`src/rtl/pc_sequencer.sv`:
```
// pc_sequencer: program-counter sequencer with conditional branches,
// external redirect, flag register and a RUN/DRAIN/HALTED halt FSM.
// Optional feature: define PC_FLAG_BYPASS_EN to let the branch condition
// see flag bits that are being written in the same cycle.
module pc_sequencer #(
    parameter int                ADDR_W       = 16,
    parameter int                OFFSET_W     = 9,
    parameter logic [ADDR_W-1:0] RESET_PC     = '0,
    parameter int                DRAIN_CYCLES = 4
) (
    input  logic              clk,
    input  logic              rst,
    input  logic [15:0]       instruction,
    input  logic [ADDR_W-1:0] branch_reg_val,
    input  logic [3:0]        flag_wr_op,
    input  logic [2:0]        flags,
    input  logic              stall,
    input  logic              redirect_valid,
    input  logic [ADDR_W-1:0] redirect_pc,
    output logic [ADDR_W-1:0] pc,
    output logic [ADDR_W-1:0] pc_plus_two,
    output logic              branch_taken,
    output logic [2:0]        flags_q,
    output logic              halted
);

    typedef enum logic [1:0] {
        ST_RUN    = 2'd0,
        ST_DRAIN  = 2'd1,
        ST_HALTED = 2'd2
    } state_t;

    localparam logic       HAS_DRAIN  = (DRAIN_CYCLES > 0);
    localparam logic [3:0] DRAIN_LOAD = (DRAIN_CYCLES > 0) ? 4'(DRAIN_CYCLES - 1) : 4'd0;

    state_t            state_q, state_d;
    logic [3:0]        cnt_q, cnt_d;
    logic [ADDR_W-1:0] pc_q, pc_d;
    logic [2:0]        flags_d;

    logic [3:0] opcode;
    logic [2:0] cond;
    logic       is_b, is_br, is_hlt;
    logic       in_run;
    logic       upd_nv, upd_z;
    logic [2:0] cond_flags;
    logic       cond_ok;
    logic       b_taken, br_taken;

    logic signed [OFFSET_W:0]   off_sh;
    logic signed [ADDR_W-1:0]   off_ext;
    logic        [ADDR_W-1:0]   b_target;

    logic unused_ok;

    // Condition codes evaluated on {N,Z,V}
    function automatic logic cond_met(input logic [2:0] c, input logic n,
                                      input logic z, input logic v);
        logic r;
        case (c)
            3'b000:  r = ~z;
            3'b001:  r = z;
            3'b010:  r = ~z & ~n;
            3'b011:  r = n;
            3'b100:  r = z | (~z & ~n);
            3'b101:  r = n | z;
            3'b110:  r = v;
            default: r = 1'b1;
        endcase
        return r;
    endfunction

    assign opcode = instruction[15:12];
    assign cond   = instruction[11:9];
    assign is_b   = (opcode == 4'hC);
    assign is_br  = (opcode == 4'hD);
    assign is_hlt = (opcode == 4'hF);
    assign in_run = (state_q == ST_RUN);

    // Only the low OFFSET_W immediate bits feed the branch target
    assign unused_ok = &{1'b0, instruction};

    assign pc          = pc_q;
    assign pc_plus_two = pc_q + ADDR_W'(2);
    assign halted      = (state_q == ST_HALTED);

    // Halfword offset, sign-extended (or truncated) to the address width
    assign off_sh   = {instruction[OFFSET_W-1:0], 1'b0};
    assign off_ext  = ADDR_W'(off_sh);
    assign b_target = pc_plus_two + off_ext;

    // Decide which flag bits load this cycle and form the next flag value
    always_comb begin
        upd_nv  = 1'b0;
        upd_z   = 1'b0;
        if (!stall && (state_q != ST_HALTED)) begin
            case (flag_wr_op)
                4'h0, 4'h1: begin
                    upd_nv = 1'b1;
                    upd_z  = 1'b1;
                end
                4'h3, 4'h4, 4'h5, 4'h6: upd_z = 1'b1;
                default: ;
            endcase
        end
        flags_d = flags_q;
        if (upd_nv) begin
            flags_d[2] = flags[2];
            flags_d[0] = flags[0];
        end
        if (upd_z) begin
            flags_d[1] = flags[1];
        end
    end

`ifdef PC_FLAG_BYPASS_EN
    // flags_d already merges freshly written bits with held ones
    assign cond_flags = flags_d;
`else
    assign cond_flags = flags_q;
`endif

    assign cond_ok      = cond_met(cond, cond_flags[2], cond_flags[1], cond_flags[0]);
    assign b_taken      = in_run & ~redirect_valid & is_b & cond_ok;
    assign br_taken     = in_run & ~redirect_valid & is_br & cond_ok;
    assign branch_taken = b_taken | br_taken;

    // Next PC, FSM state and drain counter
    always_comb begin
        state_d = state_q;
        cnt_d   = cnt_q;
        pc_d    = pc_q;
        case (state_q)
            ST_RUN: begin
                if (redirect_valid) begin
                    pc_d = redirect_pc;
                end else if (b_taken) begin
                    pc_d = b_target;
                end else if (br_taken) begin
                    pc_d = branch_reg_val;
                end else if (stall) begin
                    pc_d = pc_q;
                end else if (is_hlt) begin
                    pc_d = pc_q;
                    if (HAS_DRAIN) begin
                        state_d = ST_DRAIN;
                        cnt_d   = DRAIN_LOAD;
                    end else begin
                        state_d = ST_HALTED;
                    end
                end else begin
                    pc_d = pc_plus_two;
                end
            end
            ST_DRAIN: begin
                if (redirect_valid) begin
                    state_d = ST_RUN;
                    pc_d    = redirect_pc;
                    cnt_d   = 4'd0;
                end else if (cnt_q == 4'd0) begin
                    state_d = ST_HALTED;
                end else begin
                    cnt_d = cnt_q - 4'd1;
                end
            end
            ST_HALTED: ;
            default: begin
                state_d = ST_RUN;
                cnt_d   = 4'd0;
            end
        endcase
    end

    // State, PC and flag registers with asynchronous reset
    always_ff @(posedge clk or posedge rst) begin
        if (rst) begin
            state_q <= ST_RUN;
            cnt_q   <= 4'd0;
            pc_q    <= RESET_PC;
            flags_q <= 3'b000;
        end else begin
            state_q <= state_d;
            cnt_q   <= cnt_d;
            pc_q    <= pc_d;
            flags_q <= flags_d;
        end
    end

endmodule

```
`config.mk`:
```
export PLATFORM = sky130hd
export DESIGN_NAME = pc_sequencer
export DESIGN_NICKNAME = d
export VERILOG_FILES = /design/src/rtl/pc_sequencer.sv
export SDC_FILE = /design/constraint.sdc
export NUM_CORES = 1
export LEC_CHECK = 0
export BUFFER_PORTS_ARGS = -buffer_cell sky130_fd_sc_hd__buf_2
export CAP_MARGIN = 20
export CORE_MARGIN = 8
export CORE_UTILIZATION = 30
export CTS_CLUSTER_SIZE = 12
export DETAILED_ROUTE_END_ITERATION = 10
export HOLD_SLACK_MARGIN = 0.06
export PLACE_DENSITY_LB_ADDON = 0.08
export SLEW_MARGIN = 30
export SYNTH_ARGS = -nofsm -noshare
export SYNTH_HDL_FRONTEND = slang
export SYNTH_SLANG_ARGS = --single-unit
```
`constraint.sdc`:
```
create_clock -name clk -period 4.2 [get_ports clk]
set_input_delay 0.42 -clock clk [delete_from_list [all_inputs] [get_ports clk]]
set_output_delay 0.42 -clock clk [all_outputs]
set_load 0.01 [all_outputs]
```
==> metrics.cfg, run 1 <==
[clocking]
postCtsSetupRepairBufs = 0
ctsHoldBuffers = 0
clock_latency_ns = 0.29
htree_levels = 1
cts-root-buf = clkbuf_8
clk_pin_slew_ns = 0.11
cts_sinks = 25
cts_tree = yes
post_cts_resized = 0
cts_buffers = 3
clockBufferDepth = 2

[routing]
viasPerCell = 5.17
drt_wl_total_microns = 9050
drtIter0Drc = 98
dr_total_vias = 2731
drtPass1Iterations = 4
ant_nets = 0
route.detailed.drc = 0
wl_per_cell_microns = 17.1

[global_routing]
grt_pass1_wl_microns = 14400
grt_pass1_vias = 2832
antenna_found_initial = 0
grt_usage_pct = 14.8
grt_max_degree = 32
grt_overflow_total = 0

[sta]
rsz0062_at_grt = no
relSlewSlack_pct = 57.4
tns_ns = 0
fmax_mhz = 325
worst-slew-pin-transition_ns = 0.635
setup_slack_ns = 1.12
setup_violations = 0
period_needed_ns = 3.08
period_share_pct = 73.3
drv_slew = 0
skew_ns = 0.0136
finalHoldViolations = 0

[die]
ios = 96
start_util_pct = 30.7
die_width_microns = 110
dieArea_sq_mm = 0.0121
num_rows = 34
core_area_sq_mm = 0.00864
die_h_microns = 110

[yosys]
synth_cell_type_count = 54
syn_area_sq_mm = 0.00265
async_flop_share_pct = 100
yosysWarnings = 0
ys_ff_latch = 25
yosysMostFrequentCell = nand2_1
synth_edf_count = 0
yosys.area.top_type = dfrtp_1
synthFlopType = dfrtp_1
syn_nets = 413
synth_top_cell_area_share_pct = 23.6
synth_seq_area_share_pct = 23.6
yosys-top-cells-count = nand2_1 (42), a21oi_1 (33), nor2_1 (29)
synth_area_leaders = dfrtp_1 (24%), ha_1 (9.4%), a21oi_1 (6.2%)
synth.avg_cell_area_sq_um = 7.96
synth_cells = 333

[outcome]
status = complete, no violations

[final_layout]
fin_nets = 501
fin_area_sq_mm = 0.00322
areaGrowthSynthToFinish_pct = 21.5
layout-drive-gt1-share_pct = 28.1
post-route-util_pct = 37.3
diodes = 0
fin_cells = 528

[worst_setup_path]
endpoint = pc[12]
r2r_end = pc[12]
cp.required_ns = 4.38
crit_cells = 13
crit_start = pc[2]
reg2regPathDepth = 13
worstSetupEndpointType = register
cp.arrival_ns = 3.25
cp_num_buf_inv = 0
crit_chain = ha_1 -> nand2_1 -> or2_2 -> nor2_1 -> xor2_1 -> ha_1 -> a21oi_1 -> o21ai_0 -> nand3_1 -> o311ai_0 -> xor2_1 -> a211oi_1 -> o21ai_1
rrSetupSlack_ns = 1.12
path_delay_family = compound AO/OA/AOI/OAI gates
rr_startpoint = pc[2]
crit_fanout = 4
critPathLaunchType = register
cp_slowest_cell = dfrtp_1
max_stage_delay_ns = 0.40
path_class = register to register

[power]
power_density_mw_per_mm2 = 684
p_comb_share_pct = 70.2
p_seq_share_pct = 22.7
ir_drop_v = 0.000380
power_frac_clock_pct = 7.1
switching_share_pct = 52.4
internal_power_uw = 1050
p_leak_uw = 0.00150
p_switching_uw = 1160

[worst_hold_path]
worstHoldPathType = input port to async pin

[placement]
port_buffers = 95
dp_hpwl_microns = 7450
dp_slack_ns = 1.07
place_congestion = 0.772
dp.cells = 524
dpl_cell_area_sq_mm = 0.00317

[flow_run]
drv_cap = 0

-- metrics by stage --
stage	hold WS [ns]	total power, uW
floorplan	0.446	1560
global placement	0.469	2080
detailed placement	0.479	2080
CTS	0.209	2240
global route	0.218	2430
finish	0.182	2200
-- power groups by stage --
stage	Clock [uW]	Sequential, uW	Combinational [uW]
CTS	163	500	1580
floorplan	0	506	1060
detailed placement	0	505	1570
global placement	0	500	1580
global route	172	522	1740
finish	157	500	1550
-- logic make-up (layout without fill, tap and decap cells) --
family                     count (synthesis)  in the layout  share of synthesized area [%]
xor gates and xnor gates                  24             24                           7.93
muxes                                      9              9                           3.59
adders and majority gates                 21             21                           10.2
AOI/OAI and AO/OA                        107            107                           25.1
DFF                                       25             25                           23.6
and+or+nand+nor                          123            123                           24.2
buffers and inverters                     24            111                           5.43
-- cell usage in the layout (no fill, tap or decap), types with 11 or more instances in the layout --
master,n
o21ai_0,22
o211ai_1,14
xnor2_1,11
nand3_1,12
xor2_1,13
nor2_1,29
buf_2,95
nand2_1,42
dfrtp_1,25
ha_1,20
a21oi_1,33
-- routing by layer --
layer  up-vias  track usage [%]  wire length [microns]
met2        78             26.8                   4410
met3         4             3.90                    706
met4         0             1.74                     53
met1      1262             17.5                   3880
li1       1387                -                      -
met5         -                0                      0
-- sequential cells by signal (all words and copies together) (netlist names) --
name / cells
flags_q: 3
cnt_q: 4
pc: 16
state_q: 2
-- area by class of cell --
| class | instances | area, sq um |
|---|---|---|
| Clock buffer | 3 | 41.3 |
| Clock inverter | 1 | 7.51 |
| Fill cell | 955 | 5420 |
| Inverter | 10 | 38.8 |
| Multi-Input combinational cell | 284 | 1880 |
| Sequential cell | 25 | 626 |
| Tap cell | 108 | 135 |
| Timing Repair Buffer | 97 | 490 |
-- worst min-delay path by stage --
stage / depth (start not counted) / to / slack [ns] / startpoint
final: 2 / cnt_q[1] / 0.18 / rst
after global routing: 2 / cnt_q[1] / 0.22 / rst
after CTS: 2 / cnt_q[1] / 0.21 / rst
after detailed placement: 1 / cnt_q[3] / 0.48 / cnt_q[3]
after global placement: 1 / cnt_q[3] / 0.47 / cnt_q[3]
after floorplan: 1 / cnt_q[0] / 0.45 / rst
-- worst register-to-register path, cell delays in order, from the launching register on --
cell and delay (ns):
dfrtp_1 0.40, ha_1 0.22, nand2_1 0.12, or2_2 0.35, nor2_1 0.15, xor2_1 0.34, ha_1 0.32, a21oi_1 0.12
o21ai_0 0.12, nand3_1 0.10, o311ai_0 0.16, xor2_1 0.19, a211oi_1 0.29, o21ai_1 0.11
Note: power is estimated with default switching activity, not from simulation.
==> run 2, diff against run 1 <==
- clock period: 4.2 -> 3.05 ns (I/O delays scaled with it)
==> run 2 against run 1 <==
- global-route usage grew 0.92 points
- power is 49% higher
- sequential power grew 37%
- cell count rose by 3.4%
- fmax rose by 5.8%
- first-iteration DRC count is 10% higher
- via count up 2.9%
- clock skew decreased by 0.0024 ns
- largest cell class unchanged
- largest power group unchanged
==> metrics.cfg, run 2 (synthesis gave the netlist of run 1 again) <==
[die]
die_width_microns = 110
ios = 96
start_util_pct = 30.7
dieArea_sq_mm = 0.0121
num_rows = 34
core_area_sq_mm = 0.00864
die_h_microns = 110

[power]
power.total_uw = 3290
power_density_mw_per_mm2 = 965
ir_drop_v = 0.000450
p_leak_uw = 0.00159

[sta]
period_share_pct = 95.3
relSlewSlack_pct = 61.6
fmax_mhz = 344
setup_slack_ns = 0.142
drv_slew = 0
setup_violations = 0
finalHoldViolations = 0
rsz0062_at_grt = yes
worst-slew-pin-transition_ns = 0.574
holdWs_ns = 0.0657
period_needed_ns = 2.91
skew_ns = 0.0113

[global_routing]
grt_pass1_wl_microns = 15200
grt_max_degree = 31
grt_overflow_total = 0
grt_usage_pct = 15.7
antenna_found_initial = 0
grt_pass1_vias = 3015

[final_layout]
layout-drive-gt1-share_pct = 33.6
fin_area_sq_mm = 0.00341
fin_nets = 519
fin_cells = 546
fillers = 941
largest_register_ff_count = 16
final_common_cell = buf_2
layout_common_cells = buf_2 (95), nand2_1 (42), a21oi_1 (32)
diodes = 0
areaGrowthSynthToFinish_pct = 28.5

[routing]
viasPerCell = 5.15
route.detailed.drc = 0
dr_total_vias = 2810
ant_nets = 0
drtPass1Iterations = 4
wl_per_cell_microns = 17.1
drtIter0Drc = 108
drt_wl_total_microns = 9360

[clocking]
cts_buffers = 3
cts-root-buf = clkbuf_8
cts_tree = yes
htree_levels = 1
ctsHoldBuffers = 0
clk_pin_slew_ns = 0.11
clockBufferDepth = 2
cts_sinks = 25
clock_latency_ns = 0.28

[worst_setup_path]
max_stage_delay_ns = 0.41
cp.arrival_ns = 3.08
cp.required_ns = 3.22
path_delay_family = compound AO/OA/AOI/OAI gates
critPathLaunchType = register
cp_slowest_cell = dfrtp_1
path_class = register to register
cp_num_buf_inv = 0
worstSetupEndpointType = register
crit_fanout = 4
crit_chain = ha_2 -> nand2_1 -> or2_2 -> nor2_2 -> xor2_2 -> ha_1 -> a21oi_1 -> o21ai_0 -> nand3_1 -> o311ai_0 -> xor2_1 -> a211oi_1 -> o21ai_1

[placement]
dpl_cell_area_sq_mm = 0.00329
place_congestion = 0.801
dp_slack_ns = 0.00926
dp.cells = 540
dp_hpwl_microns = 7700
port_buffers = 95

[worst_hold_path]
worstHoldPathType = input port to async pin

[flow_run]
drv_cap = 0

[outcome]
status = complete, no violations

-- run 2: layout make-up --
cell class                 count  area [sq um]  share of cell area, %
clock buffer                   3          41.3                   1.21
inverter                      10          38.8                   1.14
tap                          108           135                   3.97
timing repair buffer         115           626                   18.4
sequential                    25           626                   18.4
clock inverter                 1          7.51                  0.220
multi-input combinational    284          1930                   56.7
-- run 2: timing repair --
item,CTS,global route
gates resized for setup,0,12
endpoints found under the setup margin,0,6
setup buffers,0,2
-- run 2: report_power, final --
part	total [uW]	switching [uW]	internal (uW)	leakage, uW
Sequential	683	207	477	0.000302
Combinational	2380	1330	1050	0.00127
Clock	218	125	93.0	0.0000217
-- run 2: path summary, 6_finish.rpt --
path                       startpoint          to  slack [ns]  depth (start not counted)
hold / removal                    rst    cnt_q[1]        0.07                          2
setup / recovery                pc[1]      pc[12]        0.14                         13
hold reg to reg              cnt_q[3]    cnt_q[3]        0.49                          1
min in group clk             flags[0]  flags_q[0]        0.25                          2
setup reg to reg                pc[1]      pc[12]        0.14                         13
max in group asynchronous         rst       pc[9]        2.60                          2
-- run 2: through the flow --
stage	util, %	TNS (ns)
after floorplan	-	0
after global placement	38.1	0
after detailed placement	38.1	0
after CTS	38.7	0
after global routing	39.4	-0.169
final	39.4	0
-- run 2: metal layers --
metal,GRT usage [%],wire length (microns)
met1,18.8,4030
met2,28.6,4670
met3,3.31,600
met4,2.22,59
met5,0,0
